<file path="src/rtl/sequential_divider.sv">
// Multi-cycle unsigned restoring divider: 2*WIDTH-bit dividend by WIDTH-bit
// divisor, one quotient bit per clock, start/done/overflow handshake.
module sequential_divider #(
    parameter int WIDTH = 8
) (
    input  logic               clock,
    input  logic               reset_in,
    input  logic               start_in,
    input  logic [2*WIDTH-1:0] dividend_in,
    input  logic [WIDTH-1:0]   divisor_in,
    output logic [WIDTH-1:0]   quotient_out,
    output logic [WIDTH-1:0]   remainder_out,
    output logic               done_out,
    output logic               busy_out,
    output logic               overflow_out
);

    localparam int CW = $clog2(WIDTH + 1);

    typedef enum logic [1:0] {
        S_IDLE = 2'd0,
        S_CALC = 2'd1,
        S_DONE = 2'd2
    } state_t;

    state_t           r_state;
    state_t           w_state_nxt;

    logic [WIDTH-1:0] r_rem;
    logic [WIDTH-1:0] r_quo;
    logic [WIDTH-1:0] r_dvs;
    logic [CW-1:0]    r_cnt;
    logic             r_pend;
    logic [WIDTH-1:0] r_quo_out;
    logic [WIDTH-1:0] r_rem_out;
    logic             r_done;
    logic             r_busy;
    logic             r_ovf;

    logic [WIDTH-1:0] w_rem_nxt;
    logic [WIDTH-1:0] w_quo_nxt;
    logic [WIDTH-1:0] w_dvs_nxt;
    logic [CW-1:0]    w_cnt_nxt;
    logic             w_pend_nxt;
    logic [WIDTH-1:0] w_quo_out_nxt;
    logic [WIDTH-1:0] w_rem_out_nxt;
    logic             w_done_nxt;
    logic             w_busy_nxt;
    logic             w_ovf_nxt;

    logic             w_accept;
    logic             w_ovf_req;
    logic             w_last;
    logic [WIDTH:0]   w_shift;
    logic             w_ge;
    logic [WIDTH-1:0] w_sub;
    logic [WIDTH-1:0] w_rem_step;
    logic [WIDTH-1:0] w_quo_step;

    // Start is taken in IDLE/DONE, but not while an overflow result is pending.
    assign w_accept = start_in && !r_pend &&
                      ((r_state == S_IDLE) || (r_state == S_DONE));

    // Quotient cannot fit in WIDTH bits when the upper half reaches the divisor.
    assign w_ovf_req = (divisor_in == '0) ||
                       (dividend_in[2*WIDTH-1:WIDTH] >= divisor_in);

    assign w_last = (r_cnt == CW'(WIDTH - 1));

    // One restoring step: shift {R,Q} left, trial-subtract the divisor.
    assign w_shift    = {r_rem, r_quo[WIDTH-1]};
    assign w_ge       = (w_shift >= {1'b0, r_dvs});
    assign w_sub      = w_shift[WIDTH-1:0] - r_dvs;
    assign w_rem_step = w_ge ? w_sub : w_shift[WIDTH-1:0];
    assign w_quo_step = {r_quo[WIDTH-2:0], w_ge};

    // State register.
    always_ff @(posedge clock or negedge reset_in) begin
        if (!reset_in) begin
            r_state <= S_IDLE;
        end else begin
            r_state <= w_state_nxt;
        end
    end

    // Next-state decode.
    always_comb begin
        w_state_nxt = r_state;
        unique case (r_state)
            S_IDLE, S_DONE: begin
                if (w_accept) begin
                    w_state_nxt = w_ovf_req ? S_DONE : S_CALC;
                end
            end
            S_CALC: begin
                if (w_last) begin
                    w_state_nxt = S_DONE;
                end
            end
            default: w_state_nxt = S_IDLE;
        endcase
    end

    // Datapath and registered-output next values.
    always_comb begin
        w_rem_nxt     = r_rem;
        w_quo_nxt     = r_quo;
        w_dvs_nxt     = r_dvs;
        w_cnt_nxt     = r_cnt;
        w_pend_nxt    = r_pend;
        w_quo_out_nxt = r_quo_out;
        w_rem_out_nxt = r_rem_out;
        w_done_nxt    = r_done;
        w_busy_nxt    = r_busy;
        w_ovf_nxt     = r_ovf;
        unique case (1'b1)
            w_accept: begin
                w_dvs_nxt     = divisor_in;
                w_rem_nxt     = dividend_in[2*WIDTH-1:WIDTH];
                w_quo_nxt     = dividend_in[WIDTH-1:0];
                w_cnt_nxt     = '0;
                w_quo_out_nxt = '0;
                w_rem_out_nxt = '0;
                w_done_nxt    = 1'b0;
                w_ovf_nxt     = 1'b0;
                w_busy_nxt    = !w_ovf_req;
                w_pend_nxt    = w_ovf_req;
            end
            r_pend: begin
                w_pend_nxt = 1'b0;
                w_done_nxt = 1'b1;
                w_ovf_nxt  = 1'b1;
            end
            (r_state == S_CALC): begin
                w_rem_nxt = w_rem_step;
                w_quo_nxt = w_quo_step;
                w_cnt_nxt = r_cnt + CW'(1);
                if (w_last) begin
                    w_quo_out_nxt = w_quo_step;
                    w_rem_out_nxt = w_rem_step;
                    w_ovf_nxt     = 1'b0;
                    w_done_nxt    = 1'b1;
                    w_busy_nxt    = 1'b0;
                end
            end
            default: begin
            end
        endcase
    end

    // Datapath and output registers.
    always_ff @(posedge clock or negedge reset_in) begin
        if (!reset_in) begin
            r_rem     <= '0;
            r_quo     <= '0;
            r_dvs     <= '0;
            r_cnt     <= '0;
            r_pend    <= 1'b0;
            r_quo_out <= '0;
            r_rem_out <= '0;
            r_done    <= 1'b0;
            r_busy    <= 1'b0;
            r_ovf     <= 1'b0;
        end else begin
            r_rem     <= w_rem_nxt;
            r_quo     <= w_quo_nxt;
            r_dvs     <= w_dvs_nxt;
            r_cnt     <= w_cnt_nxt;
            r_pend    <= w_pend_nxt;
            r_quo_out <= w_quo_out_nxt;
            r_rem_out <= w_rem_out_nxt;
            r_done    <= w_done_nxt;
            r_busy    <= w_busy_nxt;
            r_ovf     <= w_ovf_nxt;
        end
    end

    assign quotient_out  = r_quo_out;
    assign remainder_out = r_rem_out;
    assign done_out      = r_done;
    assign busy_out      = r_busy;
    assign overflow_out  = r_ovf;

endmodule
</file>
<file path="config.mk">
export PLATFORM = sky130hd
export DESIGN_NAME = sequential_divider
export DESIGN_NICKNAME = d
export VERILOG_FILES = /design/src/rtl/sequential_divider.sv
export SDC_FILE = /design/constraint.sdc
export NUM_CORES = 1
export LEC_CHECK = 0
export CORE_MARGIN = 3
export CORE_UTILIZATION = 53
export DETAILED_ROUTE_END_ITERATION = 7
export HOLD_SLACK_MARGIN = 0.06
export PLACE_DENSITY = 0.79
export SYNTH_ARGS = -nofsm -noshare
export SYNTH_HDL_FRONTEND = slang
export SYNTH_SLANG_ARGS = --single-unit
</file>
<file path="constraint.sdc">
create_clock -name clock -period 2.2 [get_ports clock]
set_input_delay 0.22 -clock clock [delete_from_list [all_inputs] [get_ports clock]]
set_output_delay 0.22 -clock clock [all_outputs]
set_load 0.05 [all_outputs]
</file>
======== Word level (Yosys, flattened, before mapping) ========
Cells that the tools add are included.
word-level totals
  flip-flop bits (word level) ............. 50
  bits in latches ......................... 0
  RAM bits ................................ 0
  bits in read-only memories .............. 0
  input port bits ......................... 27
  output and inout port bits .............. 19
  logic and storage cells ................. 52
  memories ................................ 0
cells by class
  add/subtract/negate cells ............... 2
  multiply operators ...................... 0
  div/mod/pow operators ................... 0
  $lt $le $gt $ge ......................... 2
  eq/ne operators ......................... 5
  shift-type cells ........................ 0
  muxes and demuxes ....................... 18
  bitwise operators ....................... 0
  reduce and logical (&&, ||, !) cells .... 14
operators with widths
  cell                   number
  $pmux W8 S2            4
  $mux W8                3
  $ge A9 B8 Y1           1
  $ge A8 B8 Y1           1
  $logic_not A8 Y1       1
  $pmux W4 S2            1
  $sub A8 B8 Y8          1
  $mux W2                3
  $pmux W1 S3            2
  $reduce_and A2 Y1      3
  $add A4 B1 Y4 const B  1
  $eq A4 B3 Y1 const B   1
  $ne A2 B2 Y1 const B   2
  $pmux W2 S2            1
  $mux W1                3
  $reduce_bool A3 Y1     1
  $eq A2 B1 Y1 const B   1
  $eq A2 B2 Y1 const B   1
  $logic_and A1 B1 Y1    2
  $logic_not A1 Y1       2
  $logic_not A2 Y1       1
  $logic_or A1 B1 Y1     2
  $pmux W1 S2            1
  $reduce_bool A2 Y1     1
  $reduce_or A2 Y1       1

======== Depth between registers and ports, before layout ========
Gate-level depths: netlist of the first run.
  depth after elaboration ................. 5
  depth in mapped cells ................... 9

======== Least setup slack after synthesis of the first run ========
Ideal clock, no wire load.
  path kind ............................... register to register
  start ................................... register r_quo[7]
  end ..................................... register r_rem[6]
  library setup time ...................... 0.136 ns
  arrival time ............................ 1.769 ns
  setup slack ............................. 0.295 ns
  cell stages (with the launch flop) ...... 10
  path buffers ............................ 0
  period minus slack after synthesis ...... 1.905 ns
  cells stage by stage .................... dfrtp_1 inv_1 ha_1 inv_1 fa_1 a211oi_1 or4b_1 nand4_1 mux2i_1 a21oi_1
on the way
  cells in the longest elaborated chain, start to end .. 3
  elaborated cells on any way between the ends .. 4
  those cells by class .................... add/sub (1); order compare (1); mux (2)
RTL lines
  element                                               RTL line  text
  start, declared                                       30        logic [WIDTH-1:0] r_quo;
  start signal, assigned                                166       r_quo <= w_quo_nxt;
  $sub A8 B8 Y8 / $ge A9 B8 Y1 (equally long branches)  73, 72
  $mux W8 (*)                                           74        assign w_rem_step = w_ge ? w_sub : w_shift[WIDTH-1:0];
  $pmux W8 S2 (*)                                       116       unique case (1'b1)
  end signal, assigned                                  165       r_rem <= w_rem_nxt;
  end, declared                                         29        logic [WIDTH-1:0] r_rem;
Mark *: on every way between the ends. The rest lies on a longest branch, timed or not.
A chain may end at the register's enable or synchronous reset.

======== Worst setup path after layout of the first run ========
  start ................................... register r_rem[5]
  end ..................................... register r_rem_out[7] (netlist: remainder_out[7])
on the way
  cells in the longest elaborated chain, start to end .. 4
  elaborated cells on any way between the ends .. 5
  those cells by class .................... add/sub (1); order compare (1); mux (3)
RTL lines
  element                                               RTL line  text
  $sub A8 B8 Y8 / $ge A9 B8 Y1 (equally long branches)  73, 72
  $mux W8 (*)                                           74
  $mux W8 (*)                                           138       if (w_last) begin
  $pmux W8 S2 (*)                                       116
  end signal, assigned                                  171       r_rem_out <= w_rem_out_nxt;
  end, declared                                         35        logic [WIDTH-1:0] r_rem_out;
Mark *: on every way between the ends. The rest lies on a longest branch, timed or not. The select of a mux whose other input is x is not followed.

==> results of run 1 <==
Yosys cell counts (all sizes together), types with 2 or more instances:
| library cell | count |
|---|---|
| xnor2 | 2 |
| nand2b | 4 |
| and3 | 6 |
| buf | 9 |
| nor3b | 2 |
| a21oi | 16 |
| clkbuf | 5 |
| nand4 | 3 |
| dfrtp | 50 |
| nor2 | 25 |
| xor2 | 3 |
| nand2 | 51 |
| mux2i | 13 |
| nor2b | 2 |
| inv | 20 |
| a211oi | 6 |
| nand3b | 2 |
| o21ai | 39 |
| nor4 | 3 |
| nand3 | 9 |
| ha | 17 |
layout make-up:
class | count | area [um^2]
multi-input combinational | 221 | 1430
fill | 397 | 1340
sequential | 50 | 1250
timing repair buffer | 65 | 648
tap | 67 | 83.8
inverter | 20 | 75.1
clock buffer | 5 | 68.8
clock inverter | 2 | 15.0
how the worst max path moves through the flow:
stage                              from  cells after the start          endpoint
final                          r_rem[5]                      8  remainder_out[7]
after global routing           r_rem[5]                      8  remainder_out[7]
after floorplan                r_quo[7]                      9          r_rem[6]
after global placement    divisor_in[5]                      8        r_state[1]
after CTS                      r_quo[7]                     10  remainder_out[4]
after detailed placement  divisor_in[5]                      8        r_state[1]
through the flow:
stage               instances  power [mW]
global route              430        5.96
finish                    430        5.47
CTS                       428        5.36
floorplan                 305        3.87
detailed placement        420        4.82
global placement          420        4.73
worst reg2reg max path: cells and delay by family, from the launching register on:
kind	cells	cell delay, ns
compound gates	3	0.39
fa+ha+maj	1	0.39
buf+inv	2	0.32
flops	1	0.41
simple gates	2	0.46
sequential cells by signal (all words and copies together) (netlist names), 2 cells and up:
| name | cells |
|---|---|
| r_state | 2 |
| r_rem | 8 |
| r_dvs | 8 |
| remainder_out | 8 |
| r_quo | 8 |
| r_cnt | 4 |
| quotient_out | 8 |
cell families after synthesis:
family	synth area share [%]
buffers and inverters	5.40
adder cells (fa/ha/maj)	8.30
multiplexers	5.04
flip-flops	44.6
XOR/XNOR	1.56
AO/OA/AOI/OAI	16.8
AND/OR/NAND/NOR	18.3
layer usage:
| layer | wire, um | part of all wire, % | track usage (%) |
|---|---|---|---|
| met2 | 3110 | 47 | 36.8 |
| met4 | 48 | 0.73 | 6.47 |
| met1 | 2890 | 44 | 32.8 |
| met3 | 542 | 8.2 | 5.22 |
| met5 | 0 | 0 | 0 |
power by group:
group / switching [mW] / total (mW) / internal [mW] / leakage [nW]
combinational: 1.98 / 3.44 / 1.46 / 0.917
sequential: 0.238 / 1.52 / 1.28 / 0.636
clock: 0.297 / 0.514 / 0.217 / 0.0362
what timing repair did:
action	4_1_cts	5_1_grt
setup endpoints to repair	0	7
gates resized for setup	0	3
hold buffers	1	0
hold endpoints to repair	26	0
setup buffers	0	2
==> summary.txt, run 1 <==
Global route
  – Global-route wire length before repair: 11,400 um
  – Vias in the first global route: 2,382
  – GR Overflow Total: 0
  – Largest net degree at the start of global routing: 28
  – Antenna violations before repair: 0
  – Tot GR Track Use: approximately a quarter

Synthesis
  – Post-synth EDFFs: 0
  – Largest cells by area after synthesis: dfrtp_1 45%, ha_1 7.6%, nand2_1 6.8%
  – Syn Std Cell Area: around 2800 um^2
  – Syn Nets: 350
  – Sequential-to-total area share from yosys stat: 44.6%
  – Asr flop ratio synth: 100%
  – Main flop type after synthesis: dfrtp_1
  – Syn_area_per_cell: approximately 9.2 um^2
  – YS warnings: 0
  – Area share of the largest cell type after synthesis: 44.6%
  – Gate Count Post-Synth: ~300
  – Yosys cell types: 46
  – Yosys reg bits: 50
  – Post-synth top area cell: dfrtp_1

Hold path
  – Worst min path class: in2async

Job
  – Max-cap violations: 0

Die
  – Initial Util: approximately 57%
  – Die Ht: around 79 um
  – DIE WIDTH: 78.7 um
  – DIE AREA: roughly 6200 um^2
  – Core ar.: 4910 um^2
  – Row count: 25
  – IO Count: 46

STA
  – Clock Skew: approximately 0.0053 ns
  – Max Clock Freq: between 0.4 and 0.5 GHz
  – Hold WS: between 0.4 and 0.5 ns
  – Final hold vios: 0
  – Tcrit/Tclk final: ~94%
  – Max-slew violation count: 0
  – Fin Setup TNS: 0 ns
  – Final Setup Violations: 0
  – Rel. slew slack: between 50% and 60%
  – Worst-Margin Slew: about 0.63 ns
  – Post-layout minimum cycle time: about 2.1 ns
  – Worst Slack Setup Final: 0.124 ns

CTS
  – TritonCTS clock tree: done
  – Root Buffer Master: clkbuf_8
  – Clk_lat worst skew: 0.30 ns
  – Htree depth: 2
  – Clk sink count: 50
  – CTS buffer count: 5
  – Clk buf depth: 2
  – Reg clk slew, reported paths: 0.09 ns

Route
  – Remaining antenna violation count: 0
  – Initial DRC Count: roughly 100
  – Vias per cell: 5.61
  – WL/cell: between 15 and 20 um
  – Pre-Repair DR Iteration Count: 5
  – Vias: 2,412
  – Remaining DRCs: 0
  – Post-Route WL: 6590 um

Worst setup path
  – RR Startpoint: r_rem[5]
  – CP arrival: ~2.3 ns
  – R2r endpoint: remainder_out[7]
  – Setup CP Type: reg2reg
  – CP top delay family: simple AND/OR/NAND/NOR gates
  – Crit path largest cell delay: ~0.4 ns
  – Crit-path cells: ha_1 -> nand3_1 -> o221ai_2 -> a21oi_4 -> buf_12 -> buf_4 -> nor4_1 -> a211oi_1
  – Critical path buffers and inverters: 2
  – Worst Path Required: 2.38 ns
  – Startpoint Class: flip-flop
  – Reg2reg path depth: 8
  – Worst reg2reg setup slack: 0.12 ns
  – Crit path capture type: flip-flop
  – Crit-path max FO: 10
  – Slowest stage cell, crit path: dfrtp_1

Placed design
  – Dpl cell area: approximately 3400 um^2
  – Detailed placer's ending HPWL: between 4000 and 5000 um
  – Dpl ws: just over 0.06 ns
  – GPL Wtd Cong: between 0.8 and 0.9
  – Port bufs: 45

Layout
  – Commonest non-fill, non-tap cell in the layout: nand2_1
  – Design area: approximately 3600 um^2
  – Fraction of layout cells with a size suffix above 1: between 10% and 20%
  – ANT cells: 0
  – P&R area growth vs syn: 27.3%
  – Nets: a little over 400
  – Leading cell types in the layout, fill and taps excluded: 51 x nand2_1, 50 x dfrtp_1, 44 x clkdlybuf4s50_1
  – Util after Layout: between 70% and 80%

Outcome
  – Status: complete, no violations

Power and ir drop
  – Peak supply drop: 0.825 mV
  – P per Cell Area: 1530 nW/um^2
  – Leak: 1.59 nW
Power figures use the tool's default switching activity.
==> run 2, diff against run 1 <==
==> constraint.sdc (replaced) <==
create_clock -name clock -period 2.2 [get_ports clock]
set_input_delay 0.22 -clock clock [delete_from_list [all_inputs] [get_ports clock]]
set_output_delay 0.22 -clock clock [all_outputs]
set_load 0.01 [all_outputs]
==> results of run 2 <==
The final DEF is identical to that of run 1. Status: complete, no violations.
Among the figures that moved: total power 5.47 mW -> 5.19 mW; worst IR drop on VDD 0.825 mV -> 0.824 mV
==> run 3, diff against run 2 <==
CORE_MARGIN = not set   (was 3)
==> summary.txt, run 3 (synthesized netlist as in run 1, its figures left out) <==
Worst setup path
  – Worst reg2reg setup slack: 0.1 ns
  – CP arrival: around 2.3 ns
  – Launch point of the worst path: r_rem[3]
  – RR Startpoint: r_rem[3]
  – Crit-path max FO: 9
  – Worst Path Required: approximately 2.4 ns
  – Setup CP Type: reg2reg
  – Startpoint Class: flip-flop
  – Crit path capture type: flip-flop

Layout
  – Nets: roughly 410
  – Design area: approximately 3500 um^2
  – ANT cells: 0
  – Fraction of layout cells with a size suffix above 1: between 10% and 20%
  – P&R area growth vs syn: 25.3%
  – Commonest non-fill, non-tap cell in the layout: nand2_1
  – Leading cell types in the layout, fill and taps excluded: 51 x nand2_1, 50 x dfrtp_1, 44 x clkdlybuf4s50_1

Route
  – Vias per cell: around 5.5
  – Post-Route WL: between 6000 and 7000 um
  – Pre-Repair DR Iteration Count: 4
  – WL/cell: roughly 15 um
  – Initial DRC Count: between 100 and 150
  – Remaining DRCs: 0
  – Vias: roughly 2,400
  – Remaining antenna violation count: 0

STA
  – Max Clock Freq: approximately 0.48 GHz
  – Rel. slew slack: approximately 57%
  – Final hold vios: 0
  – Clock Skew: between 0.008 and 0.009 ns
  – Final Setup Violations: 0
  – Post-layout minimum cycle time: between 2 and 2.5 ns
  – Max-slew violation count: 0
  – Worst-Margin Slew: ~0.64 ns
  – Tcrit/Tclk final: between 90 and 100%
  – Worst Slack Setup Final: between 0.09 and 0.1 ns

Placed design
  – Dpl ws: about 0.0032 ns
  – Dpl cell area: 3390 um^2
  – Detailed placer's ending HPWL: approximately 4900 um
  – GPL Wtd Cong: 0.819
  – Port bufs: between 40 and 50

Global route
  – Tot GR Track Use: about 25%
  – GR Overflow Total: 0
  – Largest net degree at the start of global routing: 27
  – Antenna violations before repair: 0
  – Vias in the first global route: about 2,300
  – Global-route wire length before repair: around 10,000 um

Power and ir drop
  – P per Cell Area: 1450 nW/um^2
  – Leak: around 1.6 nW
  – Switch share: 44.0%
  – Reg power frac: 29.7%
  – Net Switching: about 2.2 mW
  – Int Pwr: roughly 2.9 mW
  – Clock network power share: 10.5%
  – Peak supply drop: 0.864 mV
  – Comb power frac: about three fifths

Job
  – Max-cap violations: 0

CTS
  – TritonCTS clock tree: done
  – Htree depth: 2
  – Clk buf depth: 2
  – CTS buffer count: 5
  – Root Buffer Master: clkbuf_8
  – Clk_lat worst skew: 0.30 ns
  – Clk sink count: 50
  – Reg clk slew, reported paths: ~0.09 ns

Die
  – DIE AREA: 5580 um^2
  – Initial Util: between 50% and 60%
  – DIE WIDTH: roughly 75 um
  – Core ar.: 5110 um^2
  – IO Count: 46
  – Die Ht: 74.7 um
  – Row count: 26

Outcome
  – Status: complete, no violations

Hold path
  – Worst min path class: in2async
==> run 3: cell count changes in the layout (fill, tap and decap cells not counted), sizes merged <==
| cell | before | now |
|---|---|---|
| clkinvlp | 2 | 1 |
| clkinv | 0 | 2 |
| buf | 20 | 17 |
==> run 3: routing by layer <==
metal | share of wire, % | track usage [%]
met5 | 0 | 0
met4 | 1.6 | 9.64
met3 | 4.8 | 3.48
met2 | 47 | 37.6
met1 | 46 | 35.9
==> run 3: worst paths after layout <==
| path | cells past startpoint | end |
|---|---|---|
| min in group clock | 2 | done_out |
| max in group asynchronous | 3 | remainder_out[3] |
| hold reg to reg | 2 | done_out |
| setup reg to reg | 7 | r_quo[0] |
| hold / removal | 2 | quotient_out[7] |
| setup / recovery | 7 | r_quo[0] |
==> run 3: layout make-up <==
class                      instances  area (um^2)
fill                             419         1600
multi-input combinational        221         1420
sequential                        50         1250
timing repair buffer              62          588
tap                               70         87.6
inverter                          20         75.1
clock buffer                       5         68.8
clock inverter                     3         21.3
==> run 3: critical path, stage by stage (launching register included) <==
cell      delay [ns]
dfrtp_1         0.43
ha_1            0.38
a21oi_2         0.21
o221ai_2        0.13
a21oi_4         0.34
buf_4           0.19
nor2_2          0.04
a221o_1         0.27
==> run 3: power groups by stage <==
| stage | clock, mW | combinational [mW] | sequential (mW) |
|---|---|---|---|
| 5_1_grt | 0.582 | 3.38 | 1.56 |
| 3_5_place_dp | 0 | 2.95 | 1.53 |
| 6_report | 0.535 | 3.05 | 1.52 |
| 2_1_floorplan | 0 | 2.07 | 1.52 |
| 4_1_cts | 0.553 | 2.97 | 1.51 |
| 3_3_place_gp | 0 | 2.88 | 1.52 |
==> run 3: what timing repair did <==
action | CTS | global route
endpoints found under the hold margin | 25 | 0
buffers inserted | 0 | 1
resized for setup | 0 | 3
hold buffers | 1 | 0
endpoints found under the setup margin | 0 | 6
==> run 3: stage by stage <==
step	hold WS, ns	utilization [%]	power [mW]	cells	TNS, ns
finish	0.457	68.7	5.11	431	0
global route	0.514	68.7	5.53	431	-0.0193
CTS	0.470	68.3	5.04	430	0
detailed placement	0.277	66.4	4.48	421	0
global placement	0.265	66.4	4.40	421	0
floorplan	-0.0756	-	3.59	305	0
